File: src/rtl/eth_frame_fifo_if.sv
// eth_frame_fifo_if
// Groups the write-side, read-side and status signals of eth_frame_fifo.
//   master : the user side (drives wr_*, rd_en; observes read data and flags)
//   slave  : the FIFO side
// Write side : wr_en, wr_data, wr_last, wr_abort
// Read side  : rd_en, rd_data, rd_last, rd_valid
// Status     : full, empty, almost_full, level, frame_cnt, ovf_drop, udf
interface eth_frame_fifo_if #(
    parameter int DATA_W = 8,
    parameter int ADDR_W = 6
);
    logic              wr_en;
    logic [DATA_W-1:0] wr_data;
    logic              wr_last;
    logic              wr_abort;
    logic              rd_en;
    logic [DATA_W-1:0] rd_data;
    logic              rd_last;
    logic              rd_valid;
    logic              full;
    logic              empty;
    logic              almost_full;
    logic [ADDR_W:0]   level;
    logic [ADDR_W:0]   frame_cnt;
    logic              ovf_drop;
    logic              udf;

    modport master (
        output wr_en, wr_data, wr_last, wr_abort, rd_en,
        input  rd_data, rd_last, rd_valid, full, empty, almost_full,
               level, frame_cnt, ovf_drop, udf
    );

    modport slave (
        input  wr_en, wr_data, wr_last, wr_abort, rd_en,
        output rd_data, rd_last, rd_valid, full, empty, almost_full,
               level, frame_cnt, ovf_drop, udf
    );
endinterface

File: src/rtl/eth_frame_fifo.sv
// eth_frame_fifo
// Frame-aware store-and-forward FIFO. Words are written speculatively and
// become readable only once the frame's last word is accepted. The writer can
// abort a frame; a frame that overflows the buffer is dropped whole.
// Ports:
//   clk   : clock, rising edge
//   rst_n : asynchronous active-low reset
//   bus   : eth_frame_fifo_if slave modport (write, read and status signals)
module eth_frame_fifo #(
    parameter int DATA_W    = 8,
    parameter int ADDR_W    = 6,
    parameter int AFULL_LVL = 56
) (
    input  logic             clk,
    input  logic             rst_n,
    eth_frame_fifo_if.slave  bus
);
    localparam int PTR_W = ADDR_W + 1;
    localparam int DEPTH = 1 << ADDR_W;

    typedef enum logic [1:0] {
        IDLE = 2'd0,
        WR   = 2'd1,
        DROP = 2'd2
    } wr_state_t;

    wr_state_t state, next_state;

    logic [DATA_W:0]   mem [DEPTH];
    logic [PTR_W-1:0]  wr_ptr, wr_cmt, rd_ptr;
    logic [PTR_W-1:0]  next_wr_ptr, next_wr_cmt;
    logic [PTR_W-1:0]  frame_cnt;
    logic [PTR_W-1:0]  level;
    logic [DATA_W-1:0] rd_data_q;
    logic              rd_last_q, rd_valid_q, ovf_drop_q, udf_q;
    logic              mem_we, commit, ovf;
    logic              full, empty, rd_accept;
    logic [DATA_W:0]   rd_word;

    // Flags come only from registered pointers; level counts uncommitted
    // words too so an open frame still consumes space.
    assign level     = wr_ptr - rd_ptr;
    assign full      = (level == PTR_W'(DEPTH));
    assign empty     = (rd_ptr == wr_cmt);
    assign rd_accept = bus.rd_en & ~empty;
    assign rd_word   = mem[rd_ptr[ADDR_W-1:0]];

    // Write state machine: decides whether the current word is stored,
    // committed, rolled back (abort) or discarded (overflow / drop mode).
    always_comb begin
        next_state  = state;
        next_wr_ptr = wr_ptr;
        next_wr_cmt = wr_cmt;
        mem_we      = 1'b0;
        commit      = 1'b0;
        ovf         = 1'b0;
        case (state)
            IDLE, WR: begin
                if (state == WR && bus.wr_abort) begin
                    next_wr_ptr = wr_cmt;
                    next_state  = IDLE;
                end else if (bus.wr_en && !bus.wr_abort) begin
                    if (full) begin
                        // Rewinding to wr_cmt throws away the whole open frame.
                        next_wr_ptr = wr_cmt;
                        ovf         = 1'b1;
                        next_state  = bus.wr_last ? IDLE : DROP;
                    end else begin
                        mem_we      = 1'b1;
                        next_wr_ptr = wr_ptr + PTR_W'(1);
                        if (bus.wr_last) begin
                            next_wr_cmt = wr_ptr + PTR_W'(1);
                            commit      = 1'b1;
                            next_state  = IDLE;
                        end else begin
                            next_state  = WR;
                        end
                    end
                end
            end
            DROP: begin
                if (bus.wr_abort || (bus.wr_en && bus.wr_last)) begin
                    next_state = IDLE;
                end
            end
            default: next_state = IDLE;
        endcase
    end

    // Pointer, counter and registered read-port state.
    always_ff @(posedge clk or negedge rst_n) begin
        if (!rst_n) begin
            state      <= IDLE;
            wr_ptr     <= '0;
            wr_cmt     <= '0;
            rd_ptr     <= '0;
            frame_cnt  <= '0;
            rd_data_q  <= '0;
            rd_last_q  <= 1'b0;
            rd_valid_q <= 1'b0;
            ovf_drop_q <= 1'b0;
            udf_q      <= 1'b0;
        end else begin
            state      <= next_state;
            wr_ptr     <= next_wr_ptr;
            wr_cmt     <= next_wr_cmt;
            rd_valid_q <= rd_accept;
            ovf_drop_q <= ovf;
            udf_q      <= bus.rd_en & empty;
            if (rd_accept) begin
                rd_ptr    <= rd_ptr + PTR_W'(1);
                rd_data_q <= rd_word[DATA_W-1:0];
                rd_last_q <= rd_word[DATA_W];
            end
            // A commit and an end-of-frame read in one cycle cancel out.
            if (commit && !(rd_accept && rd_word[DATA_W])) begin
                frame_cnt <= frame_cnt + PTR_W'(1);
            end else if (!commit && rd_accept && rd_word[DATA_W]) begin
                frame_cnt <= frame_cnt - PTR_W'(1);
            end
        end
    end

    // Storage array; no reset needed since empty/level gate every read.
    always_ff @(posedge clk) begin
        if (mem_we) begin
            mem[wr_ptr[ADDR_W-1:0]] <= {bus.wr_last, bus.wr_data};
        end
    end

    assign bus.rd_data     = rd_data_q;
    assign bus.rd_last     = rd_last_q;
    assign bus.rd_valid    = rd_valid_q;
    assign bus.full        = full;
    assign bus.empty       = empty;
    assign bus.almost_full = (level >= PTR_W'(AFULL_LVL));
    assign bus.level       = level;
    assign bus.frame_cnt   = frame_cnt;
    assign bus.ovf_drop    = ovf_drop_q;
    assign bus.udf         = udf_q;
endmodule

File: src/flat_wrapper.sv
// flat-port wrapper written by rule: the top's interface ports become plain ports
module eth_frame_fifo_flat 
#(
    parameter int DATA_W    = 8,
    parameter int ADDR_W    = 6,
    parameter int AFULL_LVL = 56
)
  (clk, rst_n, bus_wr_en, bus_wr_data, bus_wr_last, bus_wr_abort, bus_rd_en, bus_rd_data, bus_rd_last, bus_rd_valid, bus_full, bus_empty, bus_almost_full, bus_level, bus_frame_cnt, bus_ovf_drop, bus_udf);
  eth_frame_fifo_if #(.DATA_W(DATA_W), .ADDR_W(ADDR_W)) bus_i ();
  input  logic clk;
  input  logic rst_n;
  input wire logic [$bits(bus_i.wr_en)-1:0] bus_wr_en;
  input wire logic [$bits(bus_i.wr_data)-1:0] bus_wr_data;
  input wire logic [$bits(bus_i.wr_last)-1:0] bus_wr_last;
  input wire logic [$bits(bus_i.wr_abort)-1:0] bus_wr_abort;
  input wire logic [$bits(bus_i.rd_en)-1:0] bus_rd_en;
  output wire logic [$bits(bus_i.rd_data)-1:0] bus_rd_data;
  output wire logic [$bits(bus_i.rd_last)-1:0] bus_rd_last;
  output wire logic [$bits(bus_i.rd_valid)-1:0] bus_rd_valid;
  output wire logic [$bits(bus_i.full)-1:0] bus_full;
  output wire logic [$bits(bus_i.empty)-1:0] bus_empty;
  output wire logic [$bits(bus_i.almost_full)-1:0] bus_almost_full;
  output wire logic [$bits(bus_i.level)-1:0] bus_level;
  output wire logic [$bits(bus_i.frame_cnt)-1:0] bus_frame_cnt;
  output wire logic [$bits(bus_i.ovf_drop)-1:0] bus_ovf_drop;
  output wire logic [$bits(bus_i.udf)-1:0] bus_udf;
  assign bus_i.wr_en = bus_wr_en;
  assign bus_i.wr_data = bus_wr_data;
  assign bus_i.wr_last = bus_wr_last;
  assign bus_i.wr_abort = bus_wr_abort;
  assign bus_i.rd_en = bus_rd_en;
  assign bus_rd_data = bus_i.rd_data;
  assign bus_rd_last = bus_i.rd_last;
  assign bus_rd_valid = bus_i.rd_valid;
  assign bus_full = bus_i.full;
  assign bus_empty = bus_i.empty;
  assign bus_almost_full = bus_i.almost_full;
  assign bus_level = bus_i.level;
  assign bus_frame_cnt = bus_i.frame_cnt;
  assign bus_ovf_drop = bus_i.ovf_drop;
  assign bus_udf = bus_i.udf;
  eth_frame_fifo #(.DATA_W(DATA_W), .ADDR_W(ADDR_W), .AFULL_LVL(AFULL_LVL)) u_core (.clk(clk), .rst_n(rst_n), .bus(bus_i));
endmodule
File: config.mk
export PLATFORM = sky130hd
export DESIGN_NAME = eth_frame_fifo_flat
export DESIGN_NICKNAME = d
export VERILOG_FILES = /design/src/rtl/eth_frame_fifo_if.sv /design/src/rtl/eth_frame_fifo.sv /design/src/flat_wrapper.sv
export SDC_FILE = /design/constraint.sdc
export NUM_CORES = 1
export LEC_CHECK = 0
export ABC_CLOCK_PERIOD_IN_PS = 5300
export CAP_MARGIN = 15
export CORE_MARGIN = 5
export CORE_UTILIZATION = 50
export CTS_BUF_LIST = sky130_fd_sc_hd__clkbuf_4 sky130_fd_sc_hd__clkbuf_8
export CTS_CLUSTER_DIAMETER = 60
export DETAILED_ROUTE_END_ITERATION = 6
export PLACE_DENSITY = 0.69
export SLEW_MARGIN = 10
export SYNTH_ARGS = -nofsm -noshare
export SYNTH_HDL_FRONTEND = slang
export SYNTH_SLANG_ARGS = --single-unit
File: constraint.sdc
create_clock -name clk -period 5.3 [get_ports clk]
set_input_delay 1.06 -clock clk [delete_from_list [all_inputs] [get_ports clk]]
set_output_delay 1.06 -clock clk [all_outputs]
set_load 0.01 [all_outputs]
* Word level (Yosys, flattened, before mapping)
Memory sizes are Yosys's and may differ from the RTL's.
Cells that the tools add are included.
** Cells by class
- $add $sub $neg :: 5
- Order comparisons :: 1
- Equal/unequal tests :: 6
- Multiplexer cells :: 27
- Bitwise operators :: 5
- Reductions and logical operators :: 18
** Operators with widths (count)
- 7-bit 2-to-1 mux :: 5
- 7-bit by 1-bit adder with 7-bit output, second input constant :: 3
- 1-bit 2-to-1 mux :: 16
- 2-bit 2-to-1 mux :: 5
- 7-bit equality test :: 1
- 7-bit equality test, second input constant :: 1
- 7-bit by 6-bit greater-or-equal comparator with 1-bit output, second input constant :: 1
- 1-bit logical AND :: 7
- 7-bit by 1-bit subtractor with 7-bit output, second input constant :: 1
- 7-bit subtractor :: 1
- 5-bit AND reduction :: 1
- 2-bit case mux with 2 select lines :: 1
- 2-bit AND reduction :: 2
- 2-bit nonzero test :: 2
- 1-bit logical NOT :: 3
- 3-bit by 1-bit inequality test with 1-bit output, second input constant :: 1
- 1-bit inverter :: 3
- 1-bit bitwise AND :: 2
- 2-bit by 1-bit equality test with 1-bit output, second input constant :: 1
- 2-bit equality test, second input constant :: 1
- 2-bit logical NOT :: 1
- 2-bit by 1-bit inequality test with 1-bit output, second input constant :: 1
- 2-bit OR reduction :: 1
- 1-bit logical OR :: 1
** Word-level totals
- Register bits :: 42
- Memory bits (writable) :: 576
- Output and inout port bits :: 29
- Memories kept :: 1
** Memories
- u_core.mem :: depth 64, bits a word 9, rd ports 1, clocked after memory_dff 0, wr ports 1, RTL line eth_frame_fifo.sv:29 : logic [DATA_W:0] mem [DEPTH];

* Longest topological paths before layout
Gate-level depths: netlist of run 1.
- Word-level depth :: 11
- Depth in mapped cells :: 21
- Mapped depth without buffers :: 18

* Worst setup path before layout of run 1
OpenSTA, ideal clock, no wires.
- Path kind :: register to register
- From :: reg u_core.rd_ptr[1]
- To :: reg u_core.frame_cnt[6] (netlist: u_core.bus.frame_cnt[6])
- Library setup time :: 0.080 ns
- Arrival time :: 5.314 ns
- Slack :: -0.094 ns
- Cell stages (with the launch flop) :: 22
- Period minus slack after synthesis :: 5.394 ns
- Path through :: dfrtp_1 buf_2 buf_2 buf_1 clkbuf_1 buf_2 inv_1 fa_1 a211oi_1 or3_1 o21ai_1 o2111ai_1 nand3_1 or2_2 fa_1 a21o_1 a21oi_1 o21bai_1 a21o_1 and4_1 mux2i_1 xnor2_1
** Between the ends
- Word-level cells in the longest chain between the ends :: 10
- Elaborated cells on any way between the ends :: 18
** Ends and longest elaborated chain
- from (decl) :: RTL line eth_frame_fifo.sv:30 : logic [PTR_W-1:0] wr_ptr, wr_cmt, rd_ptr;
- from (signal assigned) :: RTL line eth_frame_fifo.sv:111 : rd_ptr <= rd_ptr + PTR_W'(1);
- 7-bit subtractor :: RTL line eth_frame_fifo.sv:42 : assign level = wr_ptr - rd_ptr;
- 7-bit equality test :: RTL line eth_frame_fifo.sv:43 : assign full = (level == PTR_W'(DEPTH));
- 1-bit 2-to-1 mux :: RTL line eth_frame_fifo.sv:63 : if (full) begin
- 1-bit 2-to-1 mux :: RTL line eth_frame_fifo.sv:62 : end else if (bus.wr_en && !bus.wr_abort) begin
- 1-bit 2-to-1 mux :: RTL line eth_frame_fifo.sv:59 : if (state == WR && bus.wr_abort) begin
- 1-bit 2-to-1 mux :: RTL line eth_frame_fifo.sv:57 : case (state)
- 1-bit logical NOT :: RTL line eth_frame_fifo.sv:118 : end else if (!commit && rd_accept && rd_word[DATA_W]) begin
- 1-bit logical AND (2 in a row) :: RTL line eth_frame_fifo.sv:118
- 2-bit nonzero test (no line)
- to (signal assigned) :: RTL line eth_frame_fifo.sv:117 : frame_cnt <= frame_cnt + PTR_W'(1);
- to (signal assigned) :: RTL line eth_frame_fifo.sv:119 : frame_cnt <= frame_cnt - PTR_W'(1);
- to (decl) :: RTL line eth_frame_fifo.sv:32 : logic [PTR_W-1:0] frame_cnt;
Several ways; a longest one is shown, not always the timed one.
A chain may end at the register's enable or synchronous reset.

* Worst setup path in the final report of run 1
- From :: reg u_core.wr_ptr[0]
- To :: out bus_full
** Between the ends
- Word-level cells in the longest chain between the ends :: 2
** Ends and longest elaborated chain
- from (decl) :: RTL line eth_frame_fifo.sv:30
- from (signal assigned) :: RTL line eth_frame_fifo.sv:105 : wr_ptr <= next_wr_ptr;
- 7-bit subtractor :: RTL line eth_frame_fifo.sv:42
- 7-bit equality test :: RTL line eth_frame_fifo.sv:43
- to (decl) :: RTL line flat_wrapper.sv:20 : output wire logic [$bits(bus_i.full)-1:0] bus_full;
No other way between the ends.

==> results list, run 1 <==
- Outcome: finished clean
- For this design the ratio of total power to cell area is a little over 500 nW/um^2.
- In this run the tightest slew margin relative to its limit is about a quarter.
- R2R setup slack: 790 ps
* Max Transition Viols Final: 0
- The analysis attributes to cell leakage a power of 9.27 nW.
- Maximum number of pins on one net before global-route repair: 74
- Dividing the final minimum period by the clock period gives between 90% and 100%.
- Counting both buffers and inverters, the worst setup path holds a total of 5.
- For the worst flop-to-flop path, the logic depth is 13.
- In this run the number of H-tree levels came out at 3.
- Total number of cells along the worst setup path: 11
- Cells fill 57.3% of the core in the end.
- Largest cells by area after synthesis: sky130_fd_sc_hd__edfxtp_1 70%, sky130_fd_sc_hd__mux4_2 14%, sky130_fd_sc_hd__dfrtp_1 4.2%
- Kind of end point of the critical path: primary output
* Growth of design area from synthesis to finish: 13.2%
- Worst min-delay path category: reg -> reg
* PnR Total Power: 14.5 mW
* Per-cell routed wire length: 25.3 um
* Worst Setup Start Kind: register
* Global-route wire length before repair: 83400 um
- The library cell used most frequently in the layout, excluding fill and tap cells, is sky130_fd_sc_hd__edfxtp_1.
- Post-CTS Hold Buffers: 0
* Fraction of layout instances using a drive strength above 1: a little over a quarter
- The number of global-route vias before repair is 13157.
- For the final database, setup skew stands at 47.9 ps.
* Area fraction of the dominant cell type after synthesis: 69.7%
* Critical Path Max Stage Delay: roughly 580 ps
- Number of warnings issued by yosys: 0
- For the pin with the worst max-slew slack, the measured transition is between 1000 and 1500 ps.
- The die is 233 um wide.
* CTS buffer count: 98
- Initial core utilization: between 50% and 60%
- 0 antenna diodes ended up in the layout.
- Cell family contributing the most delay on the critical path: compound AO/OA/AOI/OAI gates
- Number of design-rule violations left by the first detailed-router iteration: about 1400
* Number of primary I/O pins: 43
* Final HPWL DP: between 30000 and 40000 um
- Input/output buffers: 42
* Standard-cell row count: between 80 and 90
- The biggest area contributor in the post-synthesis netlist is sky130_fd_sc_hd__edfxtp_1.
- After technology mapping, the gate count stands at 1280.
- Counting distinct cell types in the post-synthesis netlist gives 55.
- Number of enable flip-flop cells after synthesis: 576
* Post-Syn Area per Cell: 19.4 sq um
* Worst path slowest cell: sky130_fd_sc_hd__clkdlybuf4s50_1
* Setup repair after global routing missed its margin: false
- In this design, the critical path's most frequently occurring cell is sky130_fd_sc_hd__inv_1.
- For this run, asynchronously set or reset flops after synthesis account for 6.80%.
- Data required time at the worst endpoint: 4240 ps
- Highest-count cells in the layout ignoring fill and taps: 576 x sky130_fd_sc_hd__edfxtp_1, 158 x sky130_fd_sc_hd__mux4_2, 105 x sky130_fd_sc_hd__nand2_1, 99 x sky130_fd_sc_hd__clkbuf_8, 88 x sky130_fd_sc_hd__nor2_1
* Count of state elements after synthesis: between 600 and 700
* List of cells traversed by the critical path: inv_1 -> ha_1 -> inv_1 -> fa_1 -> a211oi_1 -> o21ai_0 -> a2111oi_0 -> o2111ai_1 -> buf_4 -> inv_2 -> clkdlybuf4s50_1
* CTS tree: built
- The region available for standard cell placement spans around 49000 sq um.
- Die Span Y: 233 um
- Die area: 54200 sq um
* Via total after detailed routing: 12636
* Classification of the worst setup path: reg -> out
- Max cap viols: 0
- The number of nets handed over by synthesis was approximately 1300.
* Layout net count: 1443
* Clock insertion delay at the later pin of the skew report: 700 ps
- Max frequency: between 200 and 250 MHz
- The worst path meets setup with 372 ps of slack.
- Gates resized during post-CTS repair numbered 0.
* Max rail drop VDD: 434 uV
- The tree built by TritonCTS fans out to approximately 620 sinks.
- Netlist area before placement: 24800 sq um
* Global routing usage summed across all routing layers: 20.8%
* Seq/Total Area, Yosys: 73.9%
- Total negative slack: 0 ps
* Crit-path max FO: 13
* Primary FF master, synth: sky130_fd_sc_hd__edfxtp_1
- Hold timing on the final database bottoms out at a slack of roughly 480 ps.
- Data arrives at the worst endpoint at between 3000 and 4000 ps.
- The longest clock path from root to sink contains 3 buffers.
- The worst register-to-register path begins at u_core.wr_ptr[0].
- Once detail routing completed, the nets flagged for antenna violations numbered 0.
- Setup violations, final: 0
- Setup WS pre-CTS: around 840 ps
- Counting I/O delays and the setup requirement, the final critical path takes 4930 ps.
- Clock-pin slew was measured on the worst setup and hold paths at 60 ps.
* Final Hold Vio Count: 0
- Overflow left after global routing: 0
* Worst setup endpoint: bus_full
* R2r endpoint: u_core.mem[10][7]
- Routability congestion estimate from global placement: roughly 0.88
- Post-route DRC: 0
- For this run, the detailed router's first-pass iteration total came to 5.
- Critical path launch point: u_core.wr_ptr[0]
* Buffer count from post-CTS setup fixing: 0
* Cell chosen for the clock root: sky130_fd_sc_hd__clkbuf_8
* Via density per instance: 5.87
* Number of antenna violations at the first check in global routing: 0
* Total wirelength of the detailed-routed design: approximately 54000 um
[through the flow]
step	cells	instance area (sq um)
3_3_place_gp	1974	26100
3_5_place_dp	1974	26100
6_report	2152	28100
2_1_floorplan	1280	24800
5_1_grt	2152	28100
4_1_cts	2148	28000
[registers in the layout, summed over array words and instances (netlist names)]
register,cells
u_core.bus.frame_cnt,7
u_core.bus.ovf_drop,1
u_core.bus.rd_data,8
u_core.bus.rd_last,1
u_core.bus.rd_valid,1
u_core.bus.udf,1
u_core.mem,576
u_core.rd_ptr,7
u_core.state,2
u_core.wr_cmt,7
u_core.wr_ptr,7
[cells by family after synthesis]
logic type               synth area share [%]
flip-flops                               73.9
AND/OR/NAND/NOR                          4.53
multiplexers                             16.0
AO/OA/AOI/OAI                            2.19
buffers and inverters                    1.47
XOR/XNOR                                 1.06
adder cells (fa/ha/maj)                 0.816
[Yosys cell counts, drive strengths merged (2+ instances only)]
cell and instances:
a2111oi 2, a211oi 3, a21o 6, a21oi 24, a22oi 2, a32oi 8
and2 3, and3 2, buf 28, clkbuf 35, dfrtp 42, edfxtp 576
fa 2, ha 13, inv 18, mux2 7, mux2i 22, mux4 162
nand2 105, nand2b 2, nand3 27, nand3b 5, nand4 4, nor2 88
nor3 11, nor3b 2, o21ai 30, o31ai 3, or2 2, or3 5
or4 2, xnor2 20, xor2 8
[worst min-delay path by stage]
| stage | from | end | slack (ps) | depth (start not counted) |
|---|---|---|---|---|
| floorplan | u_core.wr_cmt[5] | u_core.wr_cmt[5] | 480 | 2 |
| global placement | u_core.bus.rd_data[3] | u_core.bus.rd_data[3] | 460 | 2 |
| detailed placement | u_core.bus.frame_cnt[6] | u_core.bus.frame_cnt[6] | 470 | 1 |
| CTS | u_core.bus.frame_cnt[6] | u_core.bus.frame_cnt[6] | 480 | 1 |
| global route | u_core.bus.rd_data[7] | u_core.bus.rd_data[7] | 510 | 2 |
| finish | u_core.bus.rd_data[5] | u_core.bus.rd_data[5] | 480 | 2 |
[per-layer routing]
layer | GRT usage [%] | wire length [um] | share of wire [%]
met1 | 30.2 | 22700 | 42
met2 | 32.2 | 25600 | 47
met5 | 0 | 0 | 0
met4 | 6.59 | 1190 | 2.2
met3 | 4.37 | 5000 | 9.2
[tightest hold or removal path: stages, from the launching register on]
cell and delay, ps:
sky130_fd_sc_hd__dfrtp_1 340, sky130_fd_sc_hd__nand2_1 50, sky130_fd_sc_hd__o21ai_0 60
[area by class of cell]
cell class | count | area, sq um
Clock inverter | 44 | 285
Sequential cell | 618 | 18400
Tap cell | 664 | 831
Timing Repair Buffer | 97 | 838
Clock buffer | 130 | 1600
Multi-Input combinational cell | 581 | 6110
Fill cell | 3709 | 21000
Inverter | 18 | 75.1
[where the power goes]
part / internal [mW] / leakage [nW] / switching, mW
combinational: 2.22 / 2.58 / 2.58
sequential: 5.56 / 5.69 / 0.207
clock: 2.06 / 1.00 / 1.83
Power figures use the tool's default switching activity.
==> run 2: changes to the inputs <==
--- a/config.mk
+++ b/config.mk
@@ -8,11 +8,11 @@
 export ABC_CLOCK_PERIOD_IN_PS = 5300
 export CAP_MARGIN = 15
 export CORE_MARGIN = 5
-export CORE_UTILIZATION = 50
+export CORE_UTILIZATION = 24
 export CTS_BUF_LIST = sky130_fd_sc_hd__clkbuf_4 sky130_fd_sc_hd__clkbuf_8
 export CTS_CLUSTER_DIAMETER = 60
+export CTS_CLUSTER_SIZE = 10
 export DETAILED_ROUTE_END_ITERATION = 6
-export PLACE_DENSITY = 0.69
 export SLEW_MARGIN = 10
 export SYNTH_ARGS = -nofsm -noshare
 export SYNTH_HDL_FRONTEND = slang
==> run 2 against run 1 <==
  * Worst hold slack better by 5.3 ps
  * Utilization shrank 30 points
  * Final cell count increased by 30%
  * Wire length is 4.7% higher
  * First-iteration DRC count decreased by 33%
  * Sequential power barely moved
  * Non-clock buffer count down 6
  * Clock power is 22% lower
  * Clock skew fell by 24 ps
  * Global-route usage down 11 points
  * Critical path type unchanged
  * Largest power group unchanged
==> results list, run 2 (synthesized netlist as in run 1, its figures left out) <==
- Outcome: finished clean
- For met1 alone, demand over resource in global routing was between 10% and 20%.
- TritonCTS created 73 clock buffers.
- After global routing the overflow that remains totals 0.
- Number of design-rule violations left by the first detailed-router iteration: about 960
- The clock period could shrink to 4960 ps.
* Leak pwr: 8.88 nW
- Worst min-delay path category: reg -> reg
- Resize count post-CTS: 0
- The number of global-route vias before repair came to 12799.
- Measured against its own limit, the worst slew margin works out to 28.2%.
- Critical Path Max Stage Delay: 580 ps
- Total negative slack: 0 ps
- The most critical setup path has its startpoint at u_core.wr_ptr[0].
- Beginning of the worst register-to-register path: u_core.wr_ptr[0]
- Clock latency on the worst-skew pair, taken at its later pin, is 650 ps.
* Global-route wire length before repair: 85200 um
* Post-route clock period utilization: 93.6%
- In this run the core area contains ~120 standard-cell rows.
- During I/O placement, the number of pins put on the boundary was between 40 and 50.
* Setup violations, final: 0
* Post-CTS Hold Buffers: 0
- The congestion estimate from routability-driven global placement came to 0.857.
* Crit path DAT: 3900 ps
- The number of buffers and inverters on the critical path is 5.
- In this run the deepest clock path goes through 3 buffers.
* Final cell count without fillers: about 2800
- The pre-antenna-repair detailed-routing pass consisted of 5 iterations.
* Max frequency: 202 MHz
- Setup repair after global routing missed its margin: false
- Global routing usage summed across all routing layers: approximately a tenth
- Max Transition Viols Final: 0
- Via total after detailed routing: around 12000
- Via density per instance: 4.44
* Cell family contributing the most delay on the critical path: compound AO/OA/AOI/OAI gates
* Post-route DRC: 0
- Most common library cell in the layout ignoring fill and taps: sky130_fd_sc_hd__edfxtp_1
* Max cap viols: 0
* Clk slew on worst S/H paths: around 70 ps
- Final Hold Vio Count: 0
- Clock net sink count: 618
- At the pin with the least slew margin, the transition time is 1070 ps.
- Layout net count: 1412
- The floorplan step defined a core boundary enclosing roughly 100000 sq um.
- The sequential cells in the finished layout cover a total of ~18000 sq um.
- After detailed routing, the total wire length is around 57000 um.
* Pwr dens: roughly 490 nW/um^2
* Area of the multi-input gates: between 6000 and 7000 sq um
* Buffer count from post-CTS setup fixing: 0
- For the worst setup path, the data required time is 4240 ps.
- The floorplan step set the die height to 332 um.
- In the final routed layout, each cell accounts on average for 20.4 um.
* Max rail drop VDD: 628 uV
- Global routing usage on met2: between 10% and 20%
- The H-tree was split into 3 levels.
* Initial core utilization: around a quarter
- Fraction of layout instances using a drive strength above 1: a little under a quarter
- Input/output buffers: 42
- Kind of end point of the critical path: primary output
* Met3 layer usage reported by global route: ~2.7%
- In the layout the commonest cells are 576 x sky130_fd_sc_hd__edfxtp_1, 158 x sky130_fd_sc_hd__mux4_2, 105 x sky130_fd_sc_hd__nand2_1, 88 x sky130_fd_sc_hd__nor2_1, 76 x sky130_fd_sc_hd__clkbuf_8.
- The number of antenna violations at the first check in global routing is 4.
* Crit-path max FO: 13
* Max reg flops: between 500 and 600
* Growth of design area from synthesis to finish: 14.0%
- List of cells traversed by the critical path: inv_1 -> ha_1 -> inv_1 -> fa_1 -> a211oi_1 -> o21ai_0 -> a2111oi_0 -> o2111ai_1 -> buf_4 -> inv_2 -> clkdlybuf4s50_1
- Classification of the worst setup path: reg -> out
* Cell chosen for the clock root: sky130_fd_sc_hd__clkbuf_8
- CTS tree: built
- The most numerous cell type found on the critical path is sky130_fd_sc_hd__inv_1.
- Number of cells after detailed placement: 2685
- Between clock sinks in the finished design, the worst skew comes to ~24 ps.
* Min-Delay Startpoint: u_core.bus.rd_data[3]
- The die covers 110000 sq um.
- Summed over all nets, the half-perimeter wirelength after detailed placement is between 30000 and 40000 um.
- The slowest stage of the critical path is the sky130_fd_sc_hd__clkdlybuf4s50_1 cell.
- Fill cells in the final layout number 10196.
* Worst Setup Start Kind: register
* Antenna Nets Post-Route: 0
* Busiest grt layer: met2
- Die boundary width: 332 um
- Entering global routing, the biggest net connects 101 pins.
[run 2: cell count changes in the layout (fill, tap and decap cells not counted), moves of 3 or more]
cell                       delta
sky130_fd_sc_hd__buf_4        -9
sky130_fd_sc_hd__clkinv_2    -10
sky130_fd_sc_hd__clkinv_1    -20
sky130_fd_sc_hd__clkbuf_8    -23
sky130_fd_sc_hd__clkbuf_4    -14
sky130_fd_sc_hd__diode_2      +3
[run 2: area by class of cell]
| cell class | count | share of cell area, % |
|---|---|---|
| antenna | 3 | 0.0265 |
| clock buffer | 93 | 4.15 |
| clock inverter | 8 | 0.168 |
| inverter | 18 | 0.265 |
| multi-input combinational | 581 | 21.6 |
| sequential | 618 | 64.9 |
| tap | 1380 | 6.10 |
| timing repair buffer | 91 | 2.80 |
[run 2: worst paths after layout]
kind	slack, ps	to	depth (start not counted)
setup / recovery	340	bus_full	11
hold / removal	490	u_core.bus.rd_data[3]	2
setup reg to reg	520	u_core.mem[34][3]	13
hold reg to reg	490	u_core.bus.rd_data[3]	2
max in group asynchronous	3940	u_core.rd_ptr[1]	1
min in group asynchronous	590	u_core.bus.frame_cnt[3]	1
[run 2: where the power goes]
group          switching (mW)  internal (mW)  total, mW
clock network            1.62           1.43       3.04
logic                    2.69           2.22       4.91
registers               0.232           5.55       5.78
total                    4.54           9.20       13.7
[run 2: tightest hold or removal path, cell delays in order, from the launching register on]
cell	delay, ps
sky130_fd_sc_hd__dfrtp_1	350
sky130_fd_sc_hd__nand2_1	40
sky130_fd_sc_hd__o21ai_0	60
[run 2: routing by layer]
metal	vias to the layer above	share of wire, %
li1	5330	-
met1	6523	43
met5	-	0.023
met3	97	7.0
met2	442	48
met4	2	2.0
[run 2: through the flow]
step                      hold WS (ps)  util (%)  power (mW)  worst slack [ps]  cell area, sq um
after floorplan                    484         -        9.12              24.5             24800
after global placement             468      26.2        10.7               840             27000
after detailed placement           479      26.2        10.8               697             27000
after CTS                          491      27.4        13.9               299             28200
after global routing               511      27.4        14.4              81.0             28300
final                              485      27.4        13.7               338             28300
